## config.mk

```make
export PLATFORM = sky130hd
export DESIGN_NAME = pipe_hazard_ctrl
export DESIGN_NICKNAME = d
export VERILOG_FILES = /design/src/rtl/pipe_hazard_ctrl.sv
export SDC_FILE = /design/constraint.sdc
export NUM_CORES = 1
export LEC_CHECK = 0
export BUFFER_PORTS_ARGS = -buffer_cell sky130_fd_sc_hd__buf_2
export CORE_MARGIN = 10
export CORE_UTILIZATION = 30
export CTS_BUF_LIST = sky130_fd_sc_hd__clkbuf_2 sky130_fd_sc_hd__clkbuf_4 sky130_fd_sc_hd__clkbuf_8
export DETAILED_ROUTE_END_ITERATION = 16
export GPL_ROUTABILITY_DRIVEN = 0
export RECOVER_POWER = 100
export SYNTH_ARGS = -nofsm -noshare
export SYNTH_HDL_FRONTEND = slang
export SYNTH_SLANG_ARGS = --single-unit
export TNS_END_PERCENT = 1
```

## constraint.sdc

```tcl
create_clock -name clk -period 3.1 [get_ports clk]
set_input_delay 0.465 -clock clk [delete_from_list [all_inputs] [get_ports clk]]
set_output_delay 0.465 -clock clk [all_outputs]
set_load 0.02 [all_outputs]
```

## src/rtl/pipe_hazard_ctrl.sv

```systemverilog
// Hazard and flush sequencer for the 5-stage pipeline: load-use stalls,
// branch/jump redirect flushes and memory-wait freezes, plus debug counters.
module pipe_hazard_ctrl #(
  parameter int LU_STALL_CYCLES = 1,
  parameter int FLUSH_CYCLES    = 1,
  parameter int CNT_W           = 16
) (
  input  logic             clk,
  input  logic             rst,
  input  logic [4:0]       id_rs,
  input  logic [4:0]       id_rt,
  input  logic             id_uses_rt,
  input  logic             ex_mem_read,
  input  logic [4:0]       ex_rt,
  input  logic             ex_redirect,
  input  logic             dmem_ready,
  output logic             pc_write,
  output logic             ifid_write,
  output logic             idex_bubble,
  output logic             ifid_flush,
  output logic             pipe_freeze,
  output logic [CNT_W-1:0] stall_cnt,
  output logic [CNT_W-1:0] flush_cnt
);

  typedef enum logic [1:0] {RUN, STALL, FLUSH} state_t;

  localparam logic [3:0] FLUSH_LOAD = 4'(FLUSH_CYCLES - 1);
  localparam logic [3:0] STALL_LOAD = 4'((LU_STALL_CYCLES > 1) ? (LU_STALL_CYCLES - 2) : 0);
  localparam int         EV_STALL   = 0;
  localparam int         EV_FLUSH   = 1;

  state_t                  state_reg, state_next;
  logic [3:0]              cnt_reg, cnt_next;
  logic                    ifid_flush_reg;
  logic [1:0][CNT_W-1:0]   ev_cnt_reg;
  logic [1:0]              ev_inc;
  logic                    lu_hazard;

  assign lu_hazard = ex_mem_read & (ex_rt != 5'd0) &
                     ((ex_rt == id_rs) | (id_uses_rt & (ex_rt == id_rt)));

  // Priority: reset, freeze, redirect, then whatever the current state owes.
  always_comb begin
    state_next  = state_reg;
    cnt_next    = cnt_reg;
    pc_write    = 1'b1;
    ifid_write  = 1'b1;
    idex_bubble = 1'b0;
    pipe_freeze = 1'b0;
    ev_inc      = 2'b00;
    if (rst) begin
      state_next = RUN;
      cnt_next   = 4'd0;
    end else if (!dmem_ready) begin
      pc_write    = 1'b0;
      ifid_write  = 1'b0;
      pipe_freeze = 1'b1;
    end else if (ex_redirect) begin
      idex_bubble      = 1'b1;
      state_next       = FLUSH;
      cnt_next         = FLUSH_LOAD;
      ev_inc[EV_FLUSH] = 1'b1;
    end else begin
      case (state_reg)
        FLUSH: begin
          idex_bubble = 1'b1;
          if (cnt_reg == 4'd0) state_next = RUN;
          else                 cnt_next   = cnt_reg - 4'd1;
        end
        STALL: begin
          pc_write         = 1'b0;
          ifid_write       = 1'b0;
          idex_bubble      = 1'b1;
          ev_inc[EV_STALL] = 1'b1;
          if (cnt_reg == 4'd0) state_next = RUN;
          else                 cnt_next   = cnt_reg - 4'd1;
        end
        default: begin
          if (lu_hazard) begin
            pc_write         = 1'b0;
            ifid_write       = 1'b0;
            idex_bubble      = 1'b1;
            ev_inc[EV_STALL] = 1'b1;
            if (LU_STALL_CYCLES > 1) begin
              state_next = STALL;
              cnt_next   = STALL_LOAD;
            end
          end
        end
      endcase
    end
  end

  always_ff @(posedge clk) begin
    if (rst) begin
      state_reg      <= RUN;
      cnt_reg        <= 4'd0;
      ifid_flush_reg <= 1'b0;
    end else begin
      state_reg      <= state_next;
      cnt_reg        <= cnt_next;
      ifid_flush_reg <= (state_next == FLUSH);
    end
  end

  // Event counters stick at all-ones so a long debug run never wraps to small values.
  always_ff @(posedge clk) begin
    for (int i = 0; i < 2; i++) begin
      if (rst)
        ev_cnt_reg[i] <= '0;
      else if (ev_inc[i] && !(&ev_cnt_reg[i]))
        ev_cnt_reg[i] <= ev_cnt_reg[i] + 1'b1;
    end
  end

  assign ifid_flush = ifid_flush_reg;
  assign stall_cnt  = ev_cnt_reg[EV_STALL];
  assign flush_cnt  = ev_cnt_reg[EV_FLUSH];

endmodule

```

---- Word-level counts from Yosys, hierarchy flattened ----
Cells that the tools add are included.
Widths: inputs -> output; s select.
word-level totals
  bits in registers ....................... 39
  output and inout bits ................... 37
  logic and storage cells ................. 54
operators by class
  add/sub/neg operators ................... 3
  equal/unequal tests ..................... 6
  muxes and demuxes ....................... 25
  bitwise operators ....................... 4
  reduce and logical (&&, ||, !) cells .... 11
operators by type and width
  operator               count
  $add 16x1->16 const B  2
  $reduce_and 16->1      2
  $mux 2                 7
  $mux 1                 13
  $mux 4                 3
  $eq 5x5->1             2
  $reduce_bool 5->1      1
  $eq 2x2->1 const B     2
  $logic_not 4->1        1
  $pmux 1 s2             2
  $sub 4x1->4 const B    1
  $and 1x1->1            3
  $reduce_and 3->1       1
  $eq 2x1->1 const B     1
  $logic_and 1x1->1      2
  $logic_not 1->1        2
  $ne 2x2->1 const B     1
  $reduce_bool 2->1      1
  $reduce_or 2->1        1
  $or 1x1->1             1

---- Depth between registers and ports, before layout ----
Gate-level depths: netlist (run 1).
  depth in word-level cells ............... 10
  mapped depth ............................ 10
  mapped depth without buffers ............ 8

---- Worst setup path before layout (run 1) ----
Ideal clock, no wire load.
  kind .................................... input -> output
  from .................................... in ex_rt[1]
  to ...................................... out pc_write
  arrival time ............................ 1809 ps
  required time ........................... 2635 ps
  slack ................................... 826 ps
  stages .................................. 6
  cell sequence ........................... or4_1 -> o21a_1 -> a31oi_1 -> o21ai_0 -> nand2b_1 -> buf_4
between the ends
  longest elaborated chain between the ends .. 9
  elaborated cells between the ends (all ways) .. 12
  classes of those cells .................. eq/ne: 2; mux: 5; bitwise: 4; reduce/logical: 1
ends and longest elaborated chain
  item                      RTL line  text
  start: declaration        14        input logic [4:0] ex_rt,
  $eq 5x5->1                41        ((ex_rt == id_rs) | (id_uses_rt & (ex_rt == id_rt)));
  $and 1x1->1               41
  $or 1x1->1                41
  $and 1x1->1 (*)           40        assign lu_hazard = ex_mem_read & (ex_rt != 5'd0) &
  $mux 1 (*)                -
  $pmux 1 s2 (*)            -
  $mux 1 (*) (3 in series)  -
  end: declaration          17        output logic pc_write,
Mark *: on every way between the ends. The rest lies on a longest branch, timed or not.

---- Worst setup path after layout (run 1) ----
  from .................................... reg state_reg[0]
  to ...................................... reg ev_cnt_reg, in the netlist stall_cnt[8]
between the ends
  longest elaborated chain between the ends .. 6
  elaborated cells between the ends (all ways) .. 7
  classes of those cells .................. eq/ne: 2; mux: 4; reduce/logical: 1
ends and longest elaborated chain
  item                                      RTL line  text
  start: declaration                        33        state_t state_reg, state_next;
  start signal: assignment                  101       state_reg <= state_next;
  $eq 2x1->1 or $eq 2x2->1 (tied branches)  65        case (state_reg)
  $pmux 1 s2 (*)                            65
  $mux 1 (*)                                59        end else if (ex_redirect) begin
  $mux 2 (*)                                55        end else if (!dmem_ready) begin
  $mux 2 (*)                                52        if (rst) begin
  $logic_and 1x1->1 (*)                     112       else if (ev_inc[i] && !(&ev_cnt_reg[i]))
  end signal: indexed assignment            113       ev_cnt_reg[i] <= ev_cnt_reg[i] + 1'b1;
  end: declaration                          36        logic [1:0][CNT_W-1:0] ev_cnt_reg;
Marked as above.
A chain may end at the register's enable or synchronous reset.

==> results.cfg, run 1 <==
[drt]
post-route-drc-count = 0
met3WireLength_um = 258
wl_met1_mm = 2.609
routed_wirelength_mm = 5.341
vias_per_cell = 4.877
top_layer_used = met4
drtIter0Drc = 39
wl_met2_mm = 2.409
drt-pass1-iter-count = 4
wl_per_cell_um = 13.39
via_count = 1946
antenna_left = 0

[timing]
fmax_mhz = 373.2
setup_viol = 0
drv_slew = 0
post-route-period-util = 0.8643
hold_viol_final = 0
finalCriticalPeriod_ns = 2.679
tns_ns = 0
worst_slew_pin_slew_ns = 1.277
clock_skew_ns = 0.007659
fin_ws_ns = 0.4207
whs_ns = 0.4984
maxSlewHeadroom = 0.1264
rsz0062_at_grt = false

[cells_and_area]
layout_common_cells = 39 x dfxtp_1, 36 x clkbuf_1, 33 x nor2_1
drive_above_1_share = 0.1155
nets = 329
final_common_cell = dfxtp_1
area_growth_pct = 19.79
diodes = 0

[floorplan]
die-height_um = 103.8
core-area_um2 = 6794
die_w_um = 103.8
dieArea_um2 = 10770
io_pins = 58
rows = 30
initial_core_util = 0.3099

[logic_synthesis]
synth_top_family_by_area = simple AND/OR/NAND/NOR gates
async_flop_share = 0
netlist_area_um2 = 2106
yosys.area_share.adder = 0.03565
synthSimpleGateAreaFrac = 0.2911
synth-edff-count = 0
ys_ff_latch = 39
netlist_top_cells_area = dfxtp_1 37%, xor2_1 6.7%, nor2_1 5.9%, xnor2_1 5.4%, ha_1 3.6%
muxShareOfSynthArea = 0.02555
ys_seq_area_frac = 0.3708
synth_compound_area_frac = 0.1194
ys_types = 48
ys.flop_type = dfxtp_1
synth_top_area_cell = dfxtp_1
ys_warn_count = 0
syn_nets = 275
avgSynthCellArea_um2 = 8.491
synth_top_area_share = 0.3708
netlist_instances = 248
yosys.area_share.xor_xnor = 0.1206

[placement]
portBuffers = 57
place_hpwl_mm = 4.029
detailedPlace.worstSlack_ns = 0.6027

[pwr]
peakVddDrop_v = 0.0002316
cellLeakagePower_nw = 0.9322
power.density_nw_per_um2 = 437.2

[worst_setup_path]
worstPathRequired_ns = 3.31
worst_path_dominant_cell_family = simple AND/OR/NAND/NOR gates
path_cells = inv_1, ha_1, nor2_1, or3_4, a221oi_1, nand2_2, or4_1, a21oi_1
cp_slowest_stage_delay_ns = 0.52
cpMaxStageDelayCell = or4_1
critPathMaxFanout = 16
crit_buf_inv = 1
critPathKind = flip-flop to flip-flop
crit_path_end_kind = flip-flop
cp.arrival_ns = 2.89
crit_path_start_kind = flip-flop

[clock_tree]
htree_levels = 2
cts_hold_buf = 0
clk_pin_slew_ns = 0.08
cts.sinks = 39
numCtsBuffers = 5
cts_buffer_depth = 2
postCtsSetupRepairBufs = 0
ctsResizeCount = 0
root_buffer = clkbuf_8
cts_tree = done
worstSkewPairLatency_ns = 0.29

[run_status]
status = finished, final reports clean

[global_routing]
grt_overflow = 0
antenna_found_initial = 0
grt_pass1_wl_mm = 9.218
grt_pass1_vias = 1898
grt_usage = 0.09967
grt_max_degree = 45

[hold_path]
hp-class = flip-flop to flip-flop

[flow_run]
maxCapViolCount = 0
-- cell type report --
| type | instances | area, um^2 |
|---|---|---|
| well taps | 96 | 120.1 |
| inverters | 6 | 22.52 |
| clock inverters | 2 | 60.06 |
| multi-input cells | 192 | 1217 |
| flip-flops and latches | 39 | 780.7 |
| repair buffers | 58 | 245.2 |
| clock buffers | 6 | 76.32 |
| fillers | 705 | 4272 |
-- logic make-up (layout without fill, tap and decap cells) --
kind of cell    after synthesis  after routing
flops                        39             39
buf+inv                      17             72
mux                           5              5
simple gates                117            117
fa+ha+maj                     6              6
compound gates               35             35
xor+xnor                     29             29
-- metrics by stage --
stage          total power, mW  instance area (um^2)    util  std cells
2_1_floorplan           0.5756                  2106       -        248
3_3_place_gp            0.6084                  2464  0.3626        391
3_5_place_dp            0.6096                  2464  0.3626        391
4_1_cts                  1.125                  2600  0.3827        399
5_1_grt                  1.149                  2522  0.3713        399
6_report                 1.103                  2522  0.3713        399
-- per-layer routing --
layer / track usage / up-vias
li1: - / 986
met1: 0.1237 / 902
met2: 0.1586 / 51
met3: 0.03036 / 7
met4: 0.03579 / 0
met5: 0 / -
-- worst paths after layout --
path                     start           end  slack (ns)  cells after the start
setup / recovery  state_reg[0]  stall_cnt[8]        0.42                      8
hold / removal    stall_cnt[8]  stall_cnt[8]        0.50                      2
setup reg to reg  state_reg[0]  stall_cnt[8]        0.42                      8
hold reg to reg   stall_cnt[8]  stall_cnt[8]        0.50                      2
-- power by group --
part	total [mW]	internal [mW]	switching (mW)	leakage [nW]
combinational	0.0858	0.0337	0.0521	0.549
sequential	0.507	0.504	0.00270	0.315
clock	0.510	0.331	0.180	0.0688
-- worst reg2reg max path, cell delays in order (launching register included) --
cell,delay [ns]
dfxtp_1,0.35
inv_1,0.05
ha_1,0.42
nor2_1,0.07
or3_4,0.35
a221oi_1,0.41
nand2_2,0.28
or4_1,0.52
a21oi_1,0.14
-- cell usage after synthesis (3+ instances only) --
master,number
nor4_1,4
a21oi_1,12
inv_1,6
nand3_1,14
nand4_1,8
xnor2_1,13
dfxtp_1,39
o31ai_1,4
xor2_1,16
nand2_1,17
and3_1,8
or4_1,6
nor3_1,5
or3_1,4
clkbuf_1,6
o21ai_1,4
mux2_1,3
nor2_1,33
nor2b_1,5
ha_1,6
a31oi_1,4
(Power assumes the default switching activity.)
==> run 2, diff against run 1 <==
--- a/config.mk
+++ b/config.mk
@@ -6,6 +6,7 @@
 export NUM_CORES = 1
 export LEC_CHECK = 0
 export BUFFER_PORTS_ARGS = -buffer_cell sky130_fd_sc_hd__buf_2
+export CORE_ASPECT_RATIO = 1.2
 export CORE_MARGIN = 10
 export CORE_UTILIZATION = 30
 export CTS_BUF_LIST = sky130_fd_sc_hd__clkbuf_2 sky130_fd_sc_hd__clkbuf_4 sky130_fd_sc_hd__clkbuf_8
==> run 2 against run 1 <==
Effect of this change:
- power fell by 6.1%
- count of clock-buffer cells in the layout did not move
- critical endpoint unchanged
- final cell count fell by 2.3%
- first-iteration DRC count rose by 110%
- sequential share of layout area rose by 0.14 points
- critical path type unchanged
- setup slack improved by 0.12 ns
==> results.cfg, run 2 (same netlist as run 1, synthesis figures left out) <==
[pwr]
power.density_nw_per_um2 = 412.2
power.switching_mw = 0.2368
peakVddDrop_v = 0.0002066
combPwrFrac = 0.084
pwr-share-seq = 0.490
pwr-share-clk = 0.427
p_sw_frac = 0.2288
cellLeakagePower_nw = 0.9257
intPower_mw = 0.7983

[timing]
hold_viol_final = 0
finalCriticalPeriod_ns = 2.556
tns_ns = 0
whs_ns = 0.5029
maxSlewHeadroom = 0.3055
fmax_mhz = 391.2
setup_viol = 0
drv_slew = 0
clock_skew_ns = 0.008128
rsz0062_at_grt = false
worst_slew_pin_slew_ns = 1.035
post-route-period-util = 0.8246

[flow_run]
maxCapViolCount = 0

[global_routing]
antenna_found_initial = 0
grt_usage = 0.09726
grtUsageMet1 = 0.1143
grt_pass1_wl_mm = 8.811
grt_max_degree = 45
grt_pass1_vias = 1888
gr-usage-met3 = 0.03360
busiest_layer = met2
grt_overflow = 0
grtUsageMet2 = 0.1603

[clock_tree]
root_buffer = clkbuf_8
postCtsSetupRepairBufs = 0
cts_tree = done
cts_hold_buf = 0
cts_buffer_depth = 2
numCtsBuffers = 5
worstSkewPairLatency_ns = 0.29
htree_levels = 2
clk_pin_slew_ns = 0.08
cts.sinks = 39
ctsResizeCount = 0

[drt]
antenna_left = 0
drt-pass1-iter-count = 4
vias_per_cell = 4.892
drtIter0Drc = 80
via_count = 1908
routed_wirelength_mm = 5.369
post-route-drc-count = 0
wl_per_cell_um = 13.77

[worst_setup_path]
crit_path_start_kind = flip-flop
rrSetupSlack_ns = 0.54
worstPathRequired_ns = 3.31
critPathKind = flip-flop to flip-flop
crit_path_end_kind = flip-flop
cp.arrival_ns = 2.77
critPathMaxFanout = 16

[cells_and_area]
diodes = 0
nets = 329
drive_above_1_share = 0.1188
layout_common_cells = 39 x dfxtp_1, 36 x clkbuf_1, 33 x nor2_1
area_growth_pct = 19.25
final_common_cell = dfxtp_1

[floorplan]
core-area_um2 = 6854
dieArea_um2 = 10780
die_w_um = 96.48
io_pins = 58
initial_core_util = 0.3072
die-height_um = 111.8
rows = 33

[placement]
place_hpwl_mm = 4.135
portBuffers = 57

[hold_path]
hp-class = flip-flop to flip-flop

[run_status]
status = finished, final reports clean
## run 2: cell count changes in the layout (fill, tap and decap cells not counted), sizes merged
cell,previous run,this run
bufinv,2,1
clkinv,0,1
## run 2: path summary, 6_finish.rpt
| path | from | to | cells past startpoint |
|---|---|---|---|
| worst max-delay path | state_reg[0] | stall_cnt[8] | 8 |
| worst min-delay path | flush_cnt[14] | flush_cnt[14] | 2 |
| worst max register to register | state_reg[0] | stall_cnt[8] | 8 |
| worst min register to register | flush_cnt[14] | flush_cnt[14] | 2 |
## run 2: layer usage
layer	part of all wire	routed length (um)	up-vias
li1	-	-	985
met1	0.43	2293	871
met2	0.48	2559	44
met3	0.079	423	8
met4	0.017	93	0
met5	0	0	-
## run 2: area by class of cell
class,instances,area [um^2]
Fill cell,753,4343
Clock inverter,2,35.03
Tap cell,87,108.9
Inverter,6,22.52
Clock buffer,6,82.58
Timing Repair Buffer,58,245.2
Multi-Input combinational cell,192,1236
Sequential cell,39,780.7
## run 2: stage by stage
step / util / cell area (um^2) / setup WS (ns) / total power [mW] / std cells
2_1_floorplan: - / 2106 / 0.8256 / 0.5756 / 248
3_3_place_gp: 0.3578 / 2452 / 0.6714 / 0.6080 / 382
3_5_place_dp: 0.3578 / 2452 / 0.5911 / 0.6095 / 382
4_1_cts: 0.3750 / 2570 / 0.5816 / 1.051 / 390
5_1_grt: 0.3664 / 2511 / 0.2953 / 1.076 / 390
6_report: 0.3664 / 2511 / 0.5438 / 1.035 / 390
## run 2: power by group through the flow
stage	sequential [mW]	clock (mW)	combinational, mW
2_1_floorplan	0.521	0	0.0542
3_3_place_gp	0.518	0	0.0895
3_5_place_dp	0.519	0	0.0907
4_1_cts	0.507	0.453	0.0911
5_1_grt	0.507	0.472	0.0963
6_report	0.507	0.442	0.0866
## run 2: critical path, stage by stage (launching register included)
cell and delay, ns:
dfxtp_1 0.35, inv_1 0.05, ha_1 0.45, nor2_1 0.06
or3_1 0.41, a221oi_4 0.26, nand2_2 0.23, or4_1 0.52
a21oi_1 0.14
==> run 3, diff against run 2 <==
--- a/config.mk
+++ b/config.mk
@@ -5,6 +5,7 @@
 export SDC_FILE = /design/constraint.sdc
 export NUM_CORES = 1
 export LEC_CHECK = 0
+export ABC_AREA = 1
 export BUFFER_PORTS_ARGS = -buffer_cell sky130_fd_sc_hd__buf_2
 export CORE_ASPECT_RATIO = 1.2
 export CORE_MARGIN = 10
==> constraint.sdc (replaced) <==
create_clock -name clk -period 2.14 [get_ports clk]
set_input_delay 0.321 -clock clk [delete_from_list [all_inputs] [get_ports clk]]
set_output_delay 0.321 -clock clk [all_outputs]
set_load 0.02 [all_outputs]
==> run 3 against run 2 <==
Effect of this change:
- die area is 15% higher
- clock skew fell by 0.0050 ns
- final cell count is 42% higher
- setup slack lost 0.40 ns
- final area rose by 16%
==> results.cfg, run 3 <==
[drt]
vias_per_cell = 4.659
antenna_left = 0
wl_per_cell_um = 11.30
drtIter0Drc = 52
drt-pass1-iter-count = 4
via_count = 2586
routed_wirelength_mm = 6.270
post-route-drc-count = 0

[floorplan]
core-area_um2 = 8108
io_pins = 58
initial_core_util = 0.3076
die-height_um = 119.9
rows = 36
die_w_um = 103.2
dieArea_um2 = 12370

[timing]
setup_viol = 0
drv_slew = 0
maxSlewHeadroom = 0.6357
post-route-period-util = 0.9313
hold_viol_final = 0
rsz0062_at_grt = false
tns_ns = 0
finalCriticalPeriod_ns = 1.993
clock_skew_ns = 0.003131
fmax_mhz = 501.8
worst_slew_pin_slew_ns = 0.5465

[logic_synthesis]
synth_top_area_cell = dfxtp_1
netlist_instances = 401
ys_seq_area_frac = 0.3131
ys_ff_latch = 39
async_flop_share = 0
netlist_area_um2 = 2494
synth-edff-count = 0
avgSynthCellArea_um2 = 6.219
ys.flop_type = dfxtp_1
synth_most_common_cell = nand2_1
ys_types = 36
synth_top_area_share = 0.3131
netlist_top_cells_area = dfxtp_1 31%, nand2_1 16%, inv_1 9.9%, nor2_1 9.0%, nand3_1 4.4%
ys_warn_count = 0
syn_nets = 428
yosys-top-cells-count = 107 x nand2_1, 66 x inv_1, 60 x nor2_1

[worst_setup_path]
worst-path-stages = 5
critPathKind = flip-flop to output pin
worst_path_dominant_cell_family = adder cells
crit_path_start_kind = flip-flop
cpMaxStageDelayCell = ha_1
rr_startpoint = flush_cnt[0]
cp.arrival_ns = 1.67
path_cells = inv_1, ha_1, nand2_4, a31oi_1, clkbuf_2
critPathMaxFanout = 25
reg2reg_depth = 9
rrSetupSlack_ns = 0.33
crit_path_end_kind = output pin
cp_slowest_stage_delay_ns = 0.37
crit_buf_inv = 2
worstPathRequired_ns = 1.82
r2r-end = flush_cnt[3]

[clock_tree]
cts_tree = done
cts_hold_buf = 0
worstSkewPairLatency_ns = 0.29
cts.sinks = 39
postCtsSetupRepairBufs = 0
numCtsBuffers = 5
clk_pin_slew_ns = 0.08
htree_levels = 2
ctsResizeCount = 0
cts_buffer_depth = 2
root_buffer = clkbuf_8

[cells_and_area]
layout_common_cells = 108 x nand2_1, 66 x inv_1, 61 x nor2_1
fill_cells = 879
nets = 486
area_growth_pct = 16.66
instances_no_fill = 555
drive_above_1_share = 0.1087
diodes = 0
final_common_cell = nand2_1

[placement]
dp_cells = 547
place_hpwl_mm = 4.968
portBuffers = 57

[global_routing]
grt_pass1_wl_mm = 10.42
antenna_found_initial = 0
grt_overflow = 0
busiest_layer = met2
grtUsageMet2 = 0.1715
gr-usage-met3 = 0.02985
grt_max_degree = 26
grtUsageMet1 = 0.1178
grt_usage = 0.1011
grt_pass1_vias = 2386

[run_status]
status = finished, final reports clean

[hold_path]
whs_path_depth = 2
hp-class = input pin to flip-flop
hold_path.startpoint = ex_redirect
min_to = cnt_reg[1]

[flow_run]
maxCapViolCount = 0

[pwr]
cellLeakagePower_nw = 1.325
peakVddDrop_v = 0.0003264
power_mw = 1.488
power.density_nw_per_um2 = 511.5
run 3: cell type report:
type | instances | area (um^2) | area share
repair buffers | 61 | 265.3 | 0.09118
flip-flops and latches | 39 | 780.7 | 0.2684
clock buffers | 8 | 103.9 | 0.03570
well taps | 95 | 118.9 | 0.04086
inverters | 71 | 267.8 | 0.09204
multi-input cells | 281 | 1373 | 0.4718
run 3: worst register-to-register path: stages (launching register included):
cell and delay [ns]:
dfxtp_1 0.38, ha_1 0.23, nand3_1 0.16, nor2_1 0.13, nand3_1 0.07, nand2_1 0.25, inv_1 0.20, nand2_1 0.12
o21ai_0 0.08, a21oi_1 0.12
run 3: metrics by stage:
step / util / area (um^2) / hold WS [ns] / setup WS (ns)
5_1_grt: 0.3588 / 2909 / 0.3401 / 0.02969
2_1_floorplan: - / 2494 / 0.4239 / 0.1921
3_3_place_gp: 0.3534 / 2865 / 0.4838 / 0.3271
4_1_cts: 0.3662 / 2969 / 0.3320 / 0.1365
3_5_place_dp: 0.3534 / 2865 / 0.4842 / 0.3120
6_report: 0.3588 / 2909 / 0.3457 / 0.1471
run 3: power by group:
group	internal, mW	leakage [nW]	switching, mW
sequential	0.736	0.315	0.00879
clock	0.307	0.0549	0.257
combinational	0.0588	0.955	0.120
run 3: how the worst max path moves through the flow:
stage            startpoint           to  slack (ns)
2_1_floorplan      ex_rt[3]     pc_write        0.19
3_3_place_gp       ex_rt[3]  idex_bubble        0.33
3_5_place_dp       ex_rt[3]  idex_bubble        0.31
4_1_cts        state_reg[0]  idex_bubble        0.14
5_1_grt        state_reg[0]   ifid_write        0.03
6_report       state_reg[0]     pc_write        0.15
run 3: cell families (layout without fill, tap and decap cells):
logic type,count (synthesis),after routing,synth area share
and+or+nand+nor,235,235,0.4245
adders and majority gates,6,6,0.03010
buffers and inverters,81,140,0.1325
DFF,39,39,0.3131
AOI/OAI and AO/OA,31,31,0.06824
xor gates and xnor gates,9,9,0.03161
run 3: per-layer routing:
layer | vias to the layer above | share of wire
met3 | 11 | 0.061
met2 | 53 | 0.49
met1 | 1148 | 0.44
met4 | 0 | 0.014
li1 | 1374 | -
met5 | - | 0
